`src/rtl/flag_intr_unit_pkg.sv`:
```
// Shared constants for the CPU status block: flag load-source select encoding.
package flag_intr_unit_pkg;

  localparam logic FLG_SRC_ALU  = 1'b0;
  localparam logic FLG_SRC_SHAD = 1'b1;

endpackage

```
`src/rtl/flag_intr_unit_irq_sync.sv`:
```
// Brings the asynchronous irq_in into the clk domain and flags rising edges of
// the synchronised level.
module irq_sync #(
  parameter int SYNC_STAGES = 2
) (
  input  logic clk,
  input  logic reset,
  input  logic irq_in,
  output logic irq_s,
  output logic irq_rise
);

  logic [SYNC_STAGES-1:0] sync_q, sync_d;
  logic                   irq_d_q, irq_d_d;

  always_comb begin
    sync_d  = {sync_q[SYNC_STAGES-2:0], irq_in};
    irq_d_d = sync_q[SYNC_STAGES-1];
  end

  always_ff @(posedge clk) begin
    if (reset) begin
      sync_q  <= '0;
      irq_d_q <= 1'b0;
    end else begin
      sync_q  <= sync_d;
      irq_d_q <= irq_d_d;
    end
  end

  // irq_d_q trails irq_s by one cycle, so their difference is a one-cycle pulse.
  assign irq_s    = sync_q[SYNC_STAGES-1];
  assign irq_rise = sync_q[SYNC_STAGES-1] & ~irq_d_q;

endmodule

```
`src/rtl/flag_intr_unit.sv`:
```
// Processor status state: C/Z flags, their shadow copies, interrupt enable and
// the pending-interrupt latch fed by the synchronised external request.
module flag_intr_unit
  import flag_intr_unit_pkg::*;
#(
  parameter int SYNC_STAGES = 2,
  parameter bit EDGE_MODE   = 1'b1
) (
  input  logic clk,
  input  logic reset,
  input  logic alu_c,
  input  logic alu_z,
  input  logic flg_c_set,
  input  logic flg_c_clr,
  input  logic flg_c_ld,
  input  logic flg_z_ld,
  input  logic flg_ld_sel,
  input  logic flg_shad_ld,
  input  logic i_set,
  input  logic i_clr,
  input  logic int_ack,
  input  logic irq_in,
  output logic c,
  output logic z,
  output logic shad_c,
  output logic shad_z,
  output logic i_en,
  output logic int_pending,
  output logic interrupt
);

  logic c_q, c_d;
  logic z_q, z_d;
  logic shad_c_q, shad_c_d;
  logic shad_z_q, shad_z_d;
  logic i_en_q, i_en_d;
  logic pend_q, pend_d;
  logic irq_s, irq_rise;
  logic src_c, src_z;

  irq_sync #(
    .SYNC_STAGES(SYNC_STAGES)
  ) u_irq_sync (
    .clk     (clk),
    .reset   (reset),
    .irq_in  (irq_in),
    .irq_s   (irq_s),
    .irq_rise(irq_rise)
  );

  // All next-state terms read only the current registers, so a shadow load
  // combined with a shadow-sourced flag load swaps the two sets.
  always_comb begin
    src_c    = (flg_ld_sel == FLG_SRC_SHAD) ? shad_c_q : alu_c;
    src_z    = (flg_ld_sel == FLG_SRC_SHAD) ? shad_z_q : alu_z;
    c_d      = c_q;
    z_d      = z_q;
    shad_c_d = shad_c_q;
    shad_z_d = shad_z_q;
    i_en_d   = i_en_q;
    pend_d   = pend_q;

    if (flg_c_clr)      c_d = 1'b0;
    else if (flg_c_set) c_d = 1'b1;
    else if (flg_c_ld)  c_d = src_c;

    if (flg_z_ld) z_d = src_z;

    if (flg_shad_ld) begin
      shad_c_d = c_q;
      shad_z_d = z_q;
    end

    if (int_ack || i_clr) i_en_d = 1'b0;
    else if (i_set)       i_en_d = 1'b1;

    // A new edge beats a same-cycle acknowledge so that request is not lost.
    if (EDGE_MODE) begin
      if (irq_rise)     pend_d = 1'b1;
      else if (int_ack) pend_d = 1'b0;
    end else begin
      pend_d = irq_s;
    end
  end

  always_ff @(posedge clk) begin
    if (reset) begin
      c_q      <= 1'b0;
      z_q      <= 1'b0;
      shad_c_q <= 1'b0;
      shad_z_q <= 1'b0;
      i_en_q   <= 1'b0;
      pend_q   <= 1'b0;
    end else begin
      c_q      <= c_d;
      z_q      <= z_d;
      shad_c_q <= shad_c_d;
      shad_z_q <= shad_z_d;
      i_en_q   <= i_en_d;
      pend_q   <= pend_d;
    end
  end

  assign c           = c_q;
  assign z           = z_q;
  assign shad_c      = shad_c_q;
  assign shad_z      = shad_z_q;
  assign i_en        = i_en_q;
  assign int_pending = pend_q;
  assign interrupt   = pend_q & i_en_q;

endmodule

```
`config.mk`:
```
export PLATFORM = sky130hd
export DESIGN_NAME = flag_intr_unit
export DESIGN_NICKNAME = d
export VERILOG_FILES = /design/src/rtl/flag_intr_unit_pkg.sv /design/src/rtl/flag_intr_unit_irq_sync.sv /design/src/rtl/flag_intr_unit.sv
export SDC_FILE = /design/constraint.sdc
export NUM_CORES = 1
export LEC_CHECK = 0
export ABC_AREA = 1
export CORE_AREA = 4 4 41 43
export DETAILED_ROUTE_END_ITERATION = 7
export DIE_AREA = 0 0 45 47
export GPL_ROUTABILITY_DRIVEN = 0
export MAX_ROUTING_LAYER = met4
export PLACE_DENSITY = 0.56
export SYNTH_ARGS = -nofsm -noshare
export SYNTH_HDL_FRONTEND = slang
export SYNTH_HIERARCHICAL = 1
export SYNTH_SLANG_ARGS = --single-unit
```
`constraint.sdc`:
```
create_clock -name clk -period 0.9 [get_ports clk]
set_clock_uncertainty 0.15 [all_clocks]
set_input_delay 0.18 -clock clk [delete_from_list [all_inputs] [get_ports clk]]
set_output_delay 0.18 -clock clk [all_outputs]
set_load 0.1 [all_outputs]
```
==> metrics, run 1 <==
initial antenna violation count=0; leakage=between 0.3 and 0.4 nW; clock power share=0.292; CORE AREA=1300 sq um; Slowest-stage cell, CP=dfxtp_4; num ports=21; via count of the first global-routing pass=342; row cnt=13; register area share after synthesis=0.531; max cap viols=0; WS Path Type=flip-flop to output port; post-synthesis compound-gate area fraction=0.0923; CTS root buffer=clkbuf_4; Total Power=1.05 mW; initial core utilization=0.261; fin nets=93; RSZ-0062 raised after global routing=true; largest net degree at the start of global routing=7; fin crit period=1240 ps; Syn-to-layout area delta=142%; CP Capture Type=output port; Pre-antenna DRT Iters=4; hold path cells=3; share of cells above drive strength 1=0.526; port bufs=20; failing checks=setup timing; grt ovf=0; Slew HR=0.813; sw power=0.321 mW; Least-Margin Pin Slew=281 ps; WP data arrival=910 ps; TritonCTS buffer count=3; adder-cell share of the synthesized area=0; die area=2120 sq um; Synth Warn #=6; remaining antenna violation count=0; Switching Fraction=0.306; hold buffers post-CTS=0; CTS H-tree lvls=1; Max Freq=804 MHz; Mean Syn Cell Area=around 7.4 sq um; Hold WC Path Type=primary input to flip-flop; FF-to-FF path depth=5; worst-skew pair later-pin latency=260 ps; distinct cell type count after synthesis=11; max-slew violation count=0; syn_nets=60; worst path required time=570 ps; synthesized netlist cell count=46; largest family of logic cells by synthesized area=simple AND/OR/NAND/NOR gates; CP max FO=2; fin crit share=1.38; # setup viols final=12; WL/cell=10.2 microns; Pint=between 0.7 and 0.8 mW; hpwl dp=between 700 and 800 microns; die width=about 45 microns; post-synthesis register bit count=9; via count=391; Worst Slack Setup Final=-344 ps; Die Y-Extent=between 40 and 50 microns; Comb power frac=0.304; final hold vios=0; status=complete, but fails checks; xor/xnor share of the synthesized area=0; Synth Cell Area=around 340 sq um; total track usage=0.0965; DRC Markers=0; CTS clock-pin slew for the worst setup and hold paths=60 ps; Longest Clk Path Bufs=2; post-synthesis mux area share=0; routed wire length=around 950 microns; simple-gate portion of the synthesized area=0.255; Sequential Power Share=0.404; CTS tree=done; setup TNS=-2030 ps; power density over cell area=1280 nW/um^2; first-pass GRT wire length=1370 microns; via/cell ratio=4.20; CP startpoint kind=flip-flop; TritonCTS Sinks=9; diode count=0; sequence of cells on the critical path=nand2_4 -> clkinvlp_4 -> buf_12; 1st-iter DRT viols=4; Peak VDD IR=between 700 and 800 uV; crit-path max cell delay=350 ps
==> layout make-up <==
type / count / area (sq um)
Clock buffer: 4 / 26.3
Fill cell: 123 / 479
Inverter: 11 / 47.5
Multi-Input combinational cell: 26 / 181
Sequential cell: 9 / 203
Tap cell: 15 / 18.8
Timing Repair Buffer: 28 / 345
==> sequential cells by signal (all words and copies together) (netlist names) <==
register and cells:
shad_c 1, shad_z 1, z 1, u_irq_sync/irq_d_q 1, u_irq_sync/sync_q 2, i_en 1
int_pending 1, c 1
==> layer usage <==
metal / part of all wire / global-route usage
met1: 0.36 / 0.103
met2: 0.58 / 0.144
met3: 0.059 / 0.0498
met4: 0 / 0.0526
met5: 0 / -
==> stage by stage <==
| step | util | instance area, sq um | setup slack (ps) | hold WS (ps) | cells |
|---|---|---|---|---|---|
| final | 0.632 | 822 | -344 | 218 | 93 |
| after global routing | 0.632 | 822 | -383 | 232 | 93 |
| after CTS | 0.596 | 776 | -370 | 166 | 93 |
| after detailed placement | 0.532 | 692 | -382 | 249 | 85 |
| after global placement | 0.532 | 692 | -353 | 240 | 85 |
| after floorplan | - | 373 | -403 | 92.7 | 46 |
==> repair_timing <==
action,CTS,global route
resized for setup,12,12
endpoints found under the setup margin,13,13
pin swaps,7,5
buffers inserted,4,1
==> cells in the mapped netlist <==
| cell | number | area [sq um] |
|---|---|---|
| nor4_1 | 1 | 6.26 |
| inv_2 | 1 | 3.75 |
| or2_1 | 1 | 6.26 |
| nand3_1 | 2 | 10.0 |
| a21oi_1 | 3 | 15.0 |
| nor2_1 | 11 | 41.3 |
| a21oi_2 | 1 | 8.76 |
| inv_1 | 10 | 37.5 |
| dfxtp_1 | 9 | 180 |
| nand2_1 | 6 | 22.5 |
| a211oi_1 | 1 | 7.51 |
==> layout by cell type, fill, tap and decap left out, types with 2 or more instances in the layout <==
cell type        instances
nand3_2                  2
dfxtp_4                  6
clkbuf_4                 3
nor2_1                   8
nor2_4                   2
clkdlybuf4s50_1         10
dfxtp_1                  3
a21oi_2                  3
dlygate4sd2_1            3
nand2_1                  3
buf_6                    5
nand2_2                  2
buf_12                   7
inv_2                    2
inv_1                    7
buf_4                    3
==> worst max-delay path: cells and delay by family (launching register included) <==
| kind | cells | cell delay (ps) |
|---|---|---|
| flops | 1 | 350 |
| buf+inv | 2 | 240 |
| simple gates | 1 | 70 |
==> path summary, 6_finish.rpt <==
path	slack, ps	endpoint	startpoint
worst max-delay path	-340	interrupt	i_en
worst min register to register	250	u_irq_sync/sync_q[1]	u_irq_sync/sync_q[0]
worst max register to register	-70	shad_c	shad_c
worst min-delay path	220	shad_z	reset
==> power by group through the flow <==
stage | Combinational (mW) | Sequential, mW | Clock (mW)
global placement | 0.271 | 0.433 | 0
global route | 0.335 | 0.426 | 0.357
detailed placement | 0.272 | 0.434 | 0
CTS | 0.300 | 0.423 | 0.326
floorplan | 0.0405 | 0.521 | 0
finish | 0.318 | 0.424 | 0.307
==> cells by family after synthesis <==
logic type / count (synthesis)
AOI/OAI and AO/OA: 5
buffers and inverters: 11
DFF: 9
and+or+nand+nor: 21
Power figures use the tool's default switching activity.
==> inputs of run 2 (changes only) <==
--- a/config.mk
+++ b/config.mk
@@ -11,7 +11,7 @@
 export DIE_AREA = 0 0 45 47
 export GPL_ROUTABILITY_DRIVEN = 0
 export MAX_ROUTING_LAYER = met4
-export PLACE_DENSITY = 0.56
+export PLACE_DENSITY = 0.58
 export SYNTH_ARGS = -nofsm -noshare
 export SYNTH_HDL_FRONTEND = slang
 export SYNTH_HIERARCHICAL = 1
==> constraint.sdc (replaced) <==
create_clock -name clk -period 1.1 [get_ports clk]
set_clock_uncertainty 0.15 [all_clocks]
set_input_delay 0.22 -clock clk [delete_from_list [all_inputs] [get_ports clk]]
set_output_delay 0.22 -clock clk [all_outputs]
set_load 0.1 [all_outputs]
==> run 2 against run 1 <==
  * The flow still finishes with violations (setup timing)
  * Sequential power decreased by 18%
  * Critical endpoint unchanged
  * Largest power group unchanged
  * Sequential share of layout area rose by 2.6 points
  * Die area unchanged
  * Wire length shrank 9.0%
  * Utilization down 6.0 points
==> metrics, run 2 (synthesis results as in run 1) <==
status=complete, but fails checks; failing checks=setup timing; TritonCTS Sinks=9 (unchanged); grt met2 use=0.144 (unchanged); die area=2120 sq um (unchanged); crit-path max cell delay=350 ps (about the same); leakage=0.344 nW (-6.3%); max cap viols=0 (unchanged); dpl cell area=664 sq um (-4.0%); placed cells=82 (-3.5%); global routing usage on met1=0.0901 (-0.0129); worst path required time=730 ps (+160 ps); CTS clock-pin slew for the worst setup and hold paths=60 ps (about the same); hold buffers post-CTS=0 (unchanged); 1st-iter DRT viols=5 (+1); Die Y-Extent=47 microns (unchanged); CTS H-tree lvls=1 (unchanged); Pre-antenna DRT Iters=2 (-2); diode count=0 (unchanged); Hold WC Path Type=flip-flop to flip-flop; Least-Margin Pin Slew=244 ps (-37.2 ps); grt ovf=0 (unchanged); dpl ws=-181 ps (+201 ps); die width=45 microns (unchanged); Final Instance Area=744 sq um (-9.4%); Slew HR=0.836 (+0.0233); Reg with most FFs=u_irq_sync/sync_q; final hold vios=0 (unchanged); most frequent cells in the layout=clkdlybuf4s50_1, nor2_1, inv_1, buf_12; hold path cells=2 (-1); worst-skew pair later-pin latency=250 ps (about the same); worst path bufs/invs=2 (unchanged); CP startpoint kind=flip-flop; WS Path Type=flip-flop to output port; FF-to-FF path depth=4 (-1); fin nets=92 (-1.1%); DRC Markers=0 (unchanged); R2R Path Start=i_en; share of cells above drive strength 1=0.351 (-0.175); initial antenna violation count=0 (unchanged); # setup viols final=7 (-5); CTS root buffer=clkbuf_4; Slowest-stage cell, CP=dfxtp_4; via/cell ratio=4.04 (-3.8%); layer with the highest usage=met2; CORE AREA=1300 sq um (unchanged); fin crit share=1.17; Worst Slack Setup Final=-192 ps (+152 ps); CP max FO=2 (unchanged); port bufs=20 (unchanged); fin crit period=1290 ps; WL/cell=9.41 microns (-8.0%); power density over cell area=1110 nW/um^2 (-13%); Peak VDD IR=482 uV (-34%); CP delay by family, top=flip-flops; CTS tree=done; total track usage=0.0935 (-0.00296); sequence of cells on the critical path=nand2_4 -> clkinvlp_4 -> buf_12; setup TNS=-722 ps (+1300 ps); WP data arrival=920 ps (about the same); HP Start=u_irq_sync/sync_q[0]; TritonCTS buffer count=3 (unchanged); Syn-to-layout area delta=120%; Critical R2R Capture=i_en; hpwl dp=659 microns (-7.0%); row cnt=13 (unchanged); most common cell after layout, fill and taps aside=clkdlybuf4s50_1; num ports=21 (unchanged); met3 GRT Util=0.0690 (+0.0192); Max Freq=approximately 770 MHz; number of flip-flops in the largest register=2 (unchanged); RSZ-0062 raised after global routing=true; largest net degree at the start of global routing=6 (-1); CP Capture Type=output port; initial core utilization=0.261 (unchanged); first-pass GRT wire length=1320 microns (-3.1%); non-filler instance count after layout=92 (-1.1%); routed wire length=866 microns (-9.0%); R2R setup slack=80 ps (+150 ps); Total Power=0.824 mW (-21%); Longest Clk Path Bufs=2 (unchanged); hold endpoint=u_irq_sync/sync_q[1]; via count of the first global-routing pass=360 (+5.3%); remaining antenna violation count=0 (unchanged); via count=372 (-4.9%); max-slew violation count=0 (unchanged)
-- run 2: cell count changes in the layout (fill, tap and decap cells not counted), moves of 3 or more --
cell	delta
buf_4	+3
clkdlybuf4s50_1	+3
nor2_1	+3
buf_6	-4
a21oi_1	+3
dlygate4sd2_1	-3
-- run 2: worst reg2reg max path, stage by stage (launching register included) --
cell,delay (ps)
dfxtp_4,360
buf_6,100
buf_4,90
nor2_1,30
nor4_1,180
-- run 2: timing repair --
item                                    4_1_cts  5_1_grt
resized for setup                             2        0
endpoints found under the setup margin        7        7
setup buffers                                 5        1
-- run 2: worst max-delay path by stage --
stage | from | endpoint | slack [ps] | cells past startpoint
3_3_place_gp | reset | c | -150 | 3
6_report | int_pending | interrupt | -190 | 3
3_5_place_dp | reset | c | -180 | 3
4_1_cts | int_pending | interrupt | -200 | 3
2_1_floorplan | int_pending | interrupt | -240 | 2
5_1_grt | int_pending | interrupt | -230 | 3
-- run 2: per-layer routing --
| metal | vias to the layer above | routed length (microns) |
|---|---|---|
| li1 | 204 | - |
| met3 | 0 | 103 |
| met2 | 14 | 414 |
| met1 | 154 | 348 |
| met4 | 0 | 0 |
| met5 | - | 0 |
-- run 2: where the power goes --
part	internal (mW)	switching (mW)
combinational	0.110	0.120
clock	0.139	0.109
sequential	0.334	0.0122
-- run 2: layout make-up --
type | count | area [sq um]
Clock buffer | 4 | 26.3
Fill cell | 132 | 557
Inverter | 11 | 45.0
Multi-Input combinational cell | 26 | 125
Sequential cell | 9 | 203
Tap cell | 15 | 18.8
Timing Repair Buffer | 27 | 327
-- run 2: through the flow --
stage / utilization / hold slack, ps
3_5_place_dp: 0.511 / 250
3_3_place_gp: 0.511 / 240
6_report: 0.572 / 255
5_1_grt: 0.572 / 264
4_1_cts: 0.566 / 258
2_1_floorplan: - / 133
